--- config.mk ---
export PLATFORM = sky130hd
export DESIGN_NAME = sorter_frame_packer
export DESIGN_NICKNAME = d
export VERILOG_FILES = /design/src/rtl/sorter_pkg.sv /design/src/rtl/sorter_frame_bank.sv /design/src/rtl/sorter_frame_packer.sv
export SDC_FILE = /design/constraint.sdc
export NUM_CORES = 1
export LEC_CHECK = 0
export CORE_MARGIN = 2
export CORE_UTILIZATION = 35
export CTS_CLUSTER_SIZE = 25
export DETAILED_ROUTE_END_ITERATION = 6
export PLACE_DENSITY_LB_ADDON = 0.25
export SLEW_MARGIN = 20
export SYNTH_ARGS = -nofsm -noshare
export SYNTH_HDL_FRONTEND = slang
export SYNTH_HIERARCHICAL = 1
export SYNTH_SLANG_ARGS = --single-unit
--- constraint.sdc ---
create_clock -name clock -period 2.95 [get_ports clock]
set_input_delay 0.59 -clock clock [delete_from_list [all_inputs] [get_ports clock]]
set_output_delay 0.59 -clock clock [all_outputs]
set_load 0.05 [all_outputs]
--- src/rtl/sorter_pkg.sv ---
// sorter_pkg: shared constants, state type and width helper for the sorter frame packer
// Ports: none (package)
package sorter_pkg;
   localparam logic [1023:0] PAD_ONES = '1;
   typedef enum logic {FILLING, PENDING} pack_state_e;
   function automatic int count_width(input int n);
      return $clog2(n) + 1;
   endfunction
endpackage

--- src/rtl/sorter_frame_bank.sv ---
// sorter_frame_bank: N_LANES x DATA_WIDTH register bank with lane writes, pad fill and bulk load
// Ports: clock/reset (sync, active-high, clears all lanes); we_i/wdata_i per-lane write;
//        pad_en_i/pad_start_i/pad_value_i fill lanes >= pad_start_i; load_en_i/load_data_i bulk load;
//        data_o current bank contents
module sorter_frame_bank
   import sorter_pkg::*;
#(
   parameter int DATA_WIDTH = 32,
   parameter int N_LANES = 8,
   localparam int CW = count_width(N_LANES)
) (
   input  logic                  clock,
   input  logic                  reset,
   input  logic [N_LANES-1:0]    we_i,
   input  logic [DATA_WIDTH-1:0] wdata_i,
   input  logic                  pad_en_i,
   input  logic [CW-1:0]         pad_start_i,
   input  logic [DATA_WIDTH-1:0] pad_value_i,
   input  logic                  load_en_i,
   input  logic [DATA_WIDTH-1:0] load_data_i [N_LANES],
   output logic [DATA_WIDTH-1:0] data_o [N_LANES]
);
   logic [DATA_WIDTH-1:0] data_q [N_LANES];
   for (genvar i = 0; i < N_LANES; i++) begin : g_lane
      always_ff @(posedge clock)
         if (reset) data_q[i] <= '0;
         else if (load_en_i) data_q[i] <= load_data_i[i];
         else if (we_i[i]) data_q[i] <= wdata_i;
         else if (pad_en_i && CW'(i) >= pad_start_i) data_q[i] <= pad_value_i;
   end
   assign data_o = data_q;
endmodule

--- src/rtl/sorter_frame_packer.sv ---
// sorter_frame_packer: packs a serial valid/ready sample stream into padded N_LANES-wide frames
// Ports: clock/reset (sync, active-high); in_data/in_valid/in_last/in_ready serial input;
//        out_data (lane 0 = first sample)/out_count (real lanes)/out_valid/out_ready frame output
module sorter_frame_packer
   import sorter_pkg::*;
#(
   parameter int DATA_WIDTH = 32,
   parameter int N_LANES = 8,
   parameter logic [DATA_WIDTH-1:0] PAD_VALUE = PAD_ONES[DATA_WIDTH-1:0],
   localparam int PW = $clog2(N_LANES),
   localparam int CW = count_width(N_LANES)
) (
   input  logic                  clock,
   input  logic                  reset,
   input  logic [DATA_WIDTH-1:0] in_data,
   input  logic                  in_valid,
   input  logic                  in_last,
   output logic                  in_ready,
   output logic [DATA_WIDTH-1:0] out_data [N_LANES],
   output logic [CW-1:0]         out_count,
   output logic                  out_valid,
   input  logic                  out_ready
);
   pack_state_e state_q, state_d;
   logic [PW-1:0] fill_ptr_q, fill_ptr_d;
   logic [CW-1:0] pend_count_q, pend_count_d, out_count_q, out_count_d, close_count;
   logic out_valid_q, out_valid_d;
   logic pending, accept, close, drain_ok, xfer;
   logic [N_LANES-1:0] fill_we;
   logic [DATA_WIDTH-1:0] fill_data [N_LANES];
   logic [DATA_WIDTH-1:0] frame [N_LANES];
   assign pending = state_q == PENDING;
   assign in_ready = !pending;
   assign accept = in_valid && in_ready;
   assign close = accept && (in_last || fill_ptr_q == PW'(N_LANES - 1));
   assign close_count = CW'(fill_ptr_q) + CW'(1);
   assign drain_ok = !out_valid_q || out_ready;
   assign xfer = (close || pending) && drain_ok;
   assign fill_we = accept ? N_LANES'(1) << fill_ptr_q : '0;
   assign out_count = out_count_q;
   assign out_valid = out_valid_q;
   // A closing frame bypasses the fill register: the closing sample and pad lanes are merged in here
   // so the output bank can load it on the same edge; a pending frame is already complete in the fill bank.
   always_comb
      for (int i = 0; i < N_LANES; i++)
         frame[i] = pending ? fill_data[i] :
                    PW'(i) == fill_ptr_q ? in_data :
                    PW'(i) > fill_ptr_q ? PAD_VALUE : fill_data[i];
   always_comb begin
      fill_ptr_d = close ? '0 : accept ? fill_ptr_q + PW'(1) : fill_ptr_q;
      pend_count_d = close ? close_count : pend_count_q;
      out_valid_d = xfer || (out_valid_q && !out_ready);
      out_count_d = xfer ? (pending ? pend_count_q : close_count) : out_count_q;
      state_d = pending ? (xfer ? FILLING : PENDING) : (close && !drain_ok ? PENDING : FILLING);
   end
   always_ff @(posedge clock)
      if (reset) begin
         state_q <= FILLING;
         fill_ptr_q <= '0;
         pend_count_q <= '0;
         out_count_q <= '0;
         out_valid_q <= 1'b0;
      end else begin
         state_q <= state_d;
         fill_ptr_q <= fill_ptr_d;
         pend_count_q <= pend_count_d;
         out_count_q <= out_count_d;
         out_valid_q <= out_valid_d;
      end
   sorter_frame_bank #(.DATA_WIDTH(DATA_WIDTH), .N_LANES(N_LANES)) u_fill_bank (
      .clock(clock),
      .reset(reset),
      .we_i(fill_we),
      .wdata_i(in_data),
      .pad_en_i(close),
      .pad_start_i(close_count),
      .pad_value_i(PAD_VALUE),
      .load_en_i(1'b0),
      .load_data_i(frame),
      .data_o(fill_data)
   );
   sorter_frame_bank #(.DATA_WIDTH(DATA_WIDTH), .N_LANES(N_LANES)) u_out_bank (
      .clock(clock),
      .reset(reset),
      .we_i('0),
      .wdata_i('0),
      .pad_en_i(1'b0),
      .pad_start_i('0),
      .pad_value_i(PAD_VALUE),
      .load_en_i(xfer),
      .load_data_i(frame),
      .data_o(out_data)
   );
endmodule

Yosys cells after proc, flatten, opt, wreduce, memory -nomap -nowiden
Cells that the tools add are included.
{"block": "op_classes", "n_shift": 1, "addsub": 2, "muxes": 45, "eq_ne": 8, "n_lt_le_gt_ge": 16, "reduce_logical": 31}
{"cell": "two-way mux 32 bit", "n": 40}
{"cell": ">= comparator 3 x 4 -> 1 bit, first input constant", "n": 4}
{"cell": "nonzero test 2 bit", "n": 8}
{"cell": "logical AND 1 bit", "n": 13}
{"cell": "equality test 3 bit, first input constant", "n": 4}
{"cell": "> comparator 3 bit, first input constant", "n": 4}
{"cell": ">= comparator 1 x 4 -> 1 bit, first input constant", "n": 2}
{"cell": ">= comparator 2 x 4 -> 1 bit, first input constant", "n": 2}
{"cell": "two-way mux 8 bit", "n": 1}
{"cell": "<< shifter 1 x 3 -> 8 bit, first input constant", "n": 1}
{"cell": "equality test 2 x 3 -> 1 bit, first input constant", "n": 2}
{"cell": "> comparator 1 x 3 -> 1 bit, first input constant", "n": 2}
{"cell": "> comparator 2 x 3 -> 1 bit, first input constant", "n": 2}
{"cell": "adder 3 x 1 -> 4 bit, second input constant", "n": 1}
{"cell": "zero test 1 bit", "n": 4}
{"cell": "logical OR 1 bit", "n": 4}
{"cell": "two-way mux 4 bit", "n": 1}
{"cell": "adder 3 x 1 -> 3 bit, second input constant", "n": 1}
{"cell": "equality test 1 x 3 -> 1 bit, first input constant", "n": 1}
{"cell": "equality test 3 bit, second input constant", "n": 1}
{"cell": "zero test 3 bit", "n": 1}
{"cell": "two-way mux 1 bit", "n": 3}
{"cell": "OR reduction 2 bit", "n": 1}
{"block": "totals", "out_inout_bits": 262, "regBits": 525}

Logic depth before layout (Yosys ltp)
{"block": "depth", "word_depth": 7, "mapped_depth": 13}

Cells and area by module
Netlist, hierarchy kept.
{"module": "sorter_frame_bank", "area_per_inst_um2": 15562.4, "instances": 2, "seq_area_each_um2": 5124.9, "cells_per_inst": 1684}
{"module": "sorter_frame_packer", "area_per_inst_um2": 3748.6, "instances": 1, "seq_area_each_um2": 260.2, "cells_per_inst": 612}

Worst setup path before layout
Ideal clock, no wire load.
{"block": "synth_timing", "path_kind": "register -> register", "from": "reg fill_ptr_q[0]", "to": "reg u_fill_bank.data_q (netlist bit u_fill_bank/data_o[100])", "period_less_slack_ps": 2870, "setup_ps": 126, "path_buffers": 5, "path_slack_ps": 80, "arrival_time_ps": 2744, "stages_incl_launch_ff": 12, "cell_sequence": "dfxtp_1 -> buf_2 -> inv_1 -> ha_1 -> clkbuf_1 -> clkbuf_1 -> and3_1 -> clkbuf_1 -> clkbuf_1 -> mux2_2 -> o211ai_1 -> mux2i_1"}
{"block": "synth_via", "word_cells_on_any_way": 10}
{"item": "start: declaration", "line_no": "sorter_frame_packer.sv:25", "text": "logic [PW-1:0] fill_ptr_q, fill_ptr_d;"}
{"item": "start signal: assignment", "line_no": "sorter_frame_packer.sv:65", "text": "fill_ptr_q <= fill_ptr_d;"}
{"item": "adder 3 x 1 -> 4 bit", "line_no": "sorter_frame_packer.sv:36", "text": "assign close_count = CW'(fill_ptr_q) + CW'(1);"}
{"item": "named net close_count[0]", "line_no": "sorter_frame_packer.sv:26", "text": "logic [CW-1:0] pend_count_q, pend_count_d, out_count_q, out_count_d, close_count;"}
{"item": ">= comparator 3 x 4 -> 1 bit", "line_no": "sorter_frame_bank.sv:29", "text": "else if (pad_en_i && CW'(i) >= pad_start_i) data_q[i] <= pad_value_i;"}
{"item": "logical AND 1 bit", "line_no": "sorter_frame_bank.sv:29"}
{"item": "nonzero test 2 bit (no source line)"}
{"item": "end signal: indexed assignment", "line_no": "sorter_frame_bank.sv:27", "text": "else if (load_en_i) data_q[i] <= load_data_i[i];"}
{"item": "end signal: indexed assignment", "line_no": "sorter_frame_bank.sv:28", "text": "else if (we_i[i]) data_q[i] <= wdata_i;"}
{"item": "end signal: indexed assignment", "line_no": "sorter_frame_bank.sv:29"}
{"item": "end: declaration", "line_no": "sorter_frame_bank.sv:23", "text": "logic [DATA_WIDTH-1:0] data_q [N_LANES];"}
The timed path passes the listed nets, and every way through them passes these cells.
A chain may end at the register's enable or synchronous reset.

Worst setup path after layout
{"block": "layout_timing", "from": "reg fill_ptr_q[0]", "to": "reg u_fill_bank.data_q (netlist bit u_fill_bank/data_o[47])"}
{"block": "layout_via", "elab_chain_len": 5, "word_cells_on_any_way": 10}
{"item": "parallel branches: the longest is 5 deep, another holds adder 3 x 1 -> 4 bit"}
Parallel ways; which one is timed is not known.

==> key figures <==
Status
  – Status: finished, violations left
  – Failing checks: max-slew violations

Drt
  – Vias: 32570
  – DR iter-0 viols: 3211
  – Post-Route WL: 131000 µm
  – DRC viols: 0
  – Routed length per instance: 20.98 µm
  – Vias/cell: 5.216
  – DRT antenna net count: 0
  – First-pass iteration count of the detailed router: 6

Clocking
  – Cts-stage hold buffer count: 0
  – TritonCTS clock tree: done
  – Max clock buf depth: 3
  – Postcts setup bufs: 0
  – # resized after CTS: 0
  – H-tree levels: 3
  – Sink Count: 525
  – Worst-Skew Late Latency: 0.63 ns
  – Number of CTS-inserted buffers: 68
  – Root Driver: clkbuf_16
  – Reg clk slew, reported paths: 0.06 ns

Synth
  – Yosys top cell by area: dfxtp_1
  – Synth area leaders: dfxtp_1, mux2_2, mux2i_1, o211ai_1, nand2b_1
  – Fraction of registers with async set/reset: 0
  – Post-synthesis cell type count: 53
  – Number of cells produced by synthesis: 3980
  – Synthesized flop and latch total: 525
  – Warnings, synthesis: 6
  – Area of the mapped netlist: 34870 µm²
  – Register area share after synthesis: 0.3014
  – Share of the synthesized area in the top cell type: 0.3014
  – Prevailing post-synth register cell: dfxtp_1
  – Avg Inst Size Synth: 8.762 µm²
  – Number of synthesized flops with an enable pin: 0

Worst setup path
  – Setup CP Type: reg2reg
  – R2r endpoint: u_fill_bank/data_o[47]$_SDFFE_PP0P_
  – Register-to-register setup slack: 0.30 ns
  – Worst Path Max Fanout: 32
  – CP required: 3.48 ns
  – Critical Path AT: 3.18 ns
  – CP Launch Type: register
  – FF-to-FF Start: fill_ptr_q[0]$_SDFFE_PP0P_
  – CP endpoint kind: register
  – Worst Reg-to-Reg Cells: 9

Pwr
  – Power Density: 516.5 nW/µm²
  – Worst vdd ir: 0.3399 mV
  – Leakage: 17.06 nW
  – Total Power: 23.26 mW

Floorplanning
  – Initial Util: 0.3538
  – Full die area: 102200 µm²
  – Die Y: 319.7 µm
  – Core Region: 98560 µm²
  – Site Rows: 115
  – Ports: 299
  – Die Wd: 319.7 µm

Place
  – DP Worst Slack: 0.1096 ns
  – IO buf count: 298
  – Hpwl dp: 84780 µm
  – RePlAce Congestion: 0.8564

GRT
  – GRT overflow: 0
  – Number of antenna violations at the first check in global routing: 8
  – Largest net degree at the start of global routing: 434
  – Gr usage total: 0.2460
  – Vias in the first global route: 30360
  – First-pass GRT wire length: 194900 µm

Timing
  – Setup_tns: 0 ns
  – Tmin final: 2.647 ns
  – Max Transition Viols Final: 177
  – Worst clock skew: 0.02808 ns
  – RSZ-0062 raised after global routing: false
  – Least-Margin Pin Slew: 1.746 ns
  – Final hold viol count: 0
  – Crit share post-route: 0.8973
  – Slew headroom: -0.1638
  – Max Freq: 377.8 MHz
  – Final setup viols: 0
  – Worst setup margin: 0.3028 ns

Layout
  – Fillers: 9510
  – Layout Nets: 4949
  – Layout cells sized above 1: 0.1602
  – P&R area growth vs syn: 29.14%

Min path
  – Min-delay src: reset
  – HP Class: in2reg
  – Hold Path Depth: 2
  – Hold Path Sink: out_count[0]$_SDFFE_PP0P_

Run
  – Max-capacitance violation count: 0
cell usage in the layout (no fill, tap or decap), drive strengths merged, types with 2 or more instances in the layout:
master,synthesis,final
a2111oi,3,3
a211oi,9,9
a21boi,3,3
a21o,2,2
a21oi,135,135
a22o,64,64
a2bb2oi,63,63
and2,8,8
and3,6,6
buf,173,196
bufinv,0,7
clkbuf,272,93
clkdlybuf4s50,0,296
clkinv,2,10
clkinvlp,0,3
conb,2,811
dfxtp,525,525
diode,0,6
ha,6,6
inv,9,13
mux2,448,448
mux2i,453,453
nand2,394,394
nand2b,260,260
nand3,65,65
nand4,64,64
nor2,182,182
nor2b,5,5
nor3,7,7
nor3b,68,68
o2111ai,64,64
o211ai,384,384
o21a,2,2
o21ai,133,133
o22a,65,65
o22ai,31,31
o31ai,64,64
or3b,2,2
or4b,2,2
cell type report:
cell class / count / area, µm² / share of cell area
Multi-Input combinational cell: 3808 / 25490 / 0.5661
Sequential cell: 525 / 10510 / 0.2334
Timing Repair Buffer: 492 / 5051 / 0.1122
Clock buffer: 93 / 1989 / 0.04417
Tap cell: 1287 / 1610 / 0.03575
Clock inverter: 22 / 300.3 / 0.006668
Inverter: 11 / 63.81 / 0.001417
Antenna cell: 6 / 15.01 / 0.0003334
logic make-up (layout without fill, tap and decap cells):
kind of cell / after synthesis / count (layout) / share of synthesized area
and+or+nand+nor: 1065 / 1065 / 0.1510
AOI/OAI and AO/OA: 1025 / 1025 / 0.2133
muxes: 901 / 901 / 0.2747
DFF: 525 / 525 / 0.3014
buffers and inverters: 456 / 618 / 0.05733
adders and majority gates: 6 / 6 / 0.002153
other: 2 / 817 / 0.0002154
synth_stat cells (all sizes together) (68+ instances only):
cell	instances
o211ai	384
o21ai	133
mux2i	453
nand2b	260
clkbuf	272
dfxtp	525
mux2	448
nor2	182
buf	173
nand2	394
nor3b	68
a21oi	135
flip-flops by register name, summed over array words and instances, names as in the netlist:
signal / cells
u_fill_bank/data_o: 256
u_out_bank/data_o: 256
out_count: 4
pend_count_q: 4
fill_ptr_q: 3
out_valid: 1
pending: 1
routing by layer:
layer / wire length, µm / track usage
met1: 58210 / 0.3361
met5: 10 / 0
met4: 4603 / 0.08553
met2: 59510 / 0.3899
met3: 8666 / 0.04129
worst max-delay path, cell delays in order, from the launching register on:
cell and delay, ns:
dfxtp_1 0.38, ha_1 0.26, ha_1 0.22, or2_1 0.25, and2_1 0.20, nor2b_1 0.15
buf_4 0.19, a2111oi_4 0.35, buf_12 0.30, mux2i_1 0.24
stage by stage:
step	cell area, µm²	instances	utilization	hold WS [ns]
detailed placement	42730	6123	0.4336	0.4521
CTS	45020	6238	0.4568	0.3126
global route	45020	6238	0.4568	0.3552
floorplan	37910	4789	-	0.4386
finish	45040	6244	0.4569	0.3468
global placement	42730	6123	0.4336	0.4445
how the worst max path moves through the flow:
stage,startpoint,end,cells past startpoint
floorplan,fill_ptr_q[0]$_SDFFE_PP0P_,u_fill_bank/data_o[100]$_SDFFE_PP0P_,11
global placement,in_data[11],u_out_bank/data_o[171]$_SDFFE_PP0P_,6
detailed placement,in_data[11],u_out_bank/data_o[171]$_SDFFE_PP0P_,6
CTS,fill_ptr_q[0]$_SDFFE_PP0P_,u_fill_bank/data_o[47]$_SDFFE_PP0P_,9
global route,fill_ptr_q[0]$_SDFFE_PP0P_,u_fill_bank/data_o[43]$_SDFFE_PP0P_,7
finish,fill_ptr_q[0]$_SDFFE_PP0P_,u_fill_bank/data_o[47]$_SDFFE_PP0P_,9
report_power, final:
group          switching [mW]  internal (mW)  total [mW]  leakage (nW)
registers               0.437           7.84        8.27          4.37
logic                    3.88           2.35        6.23          11.6
clock network            3.44           5.31        8.75          1.13
total                    7.76           15.5        23.3          17.1
(Power assumes the default switching activity.)
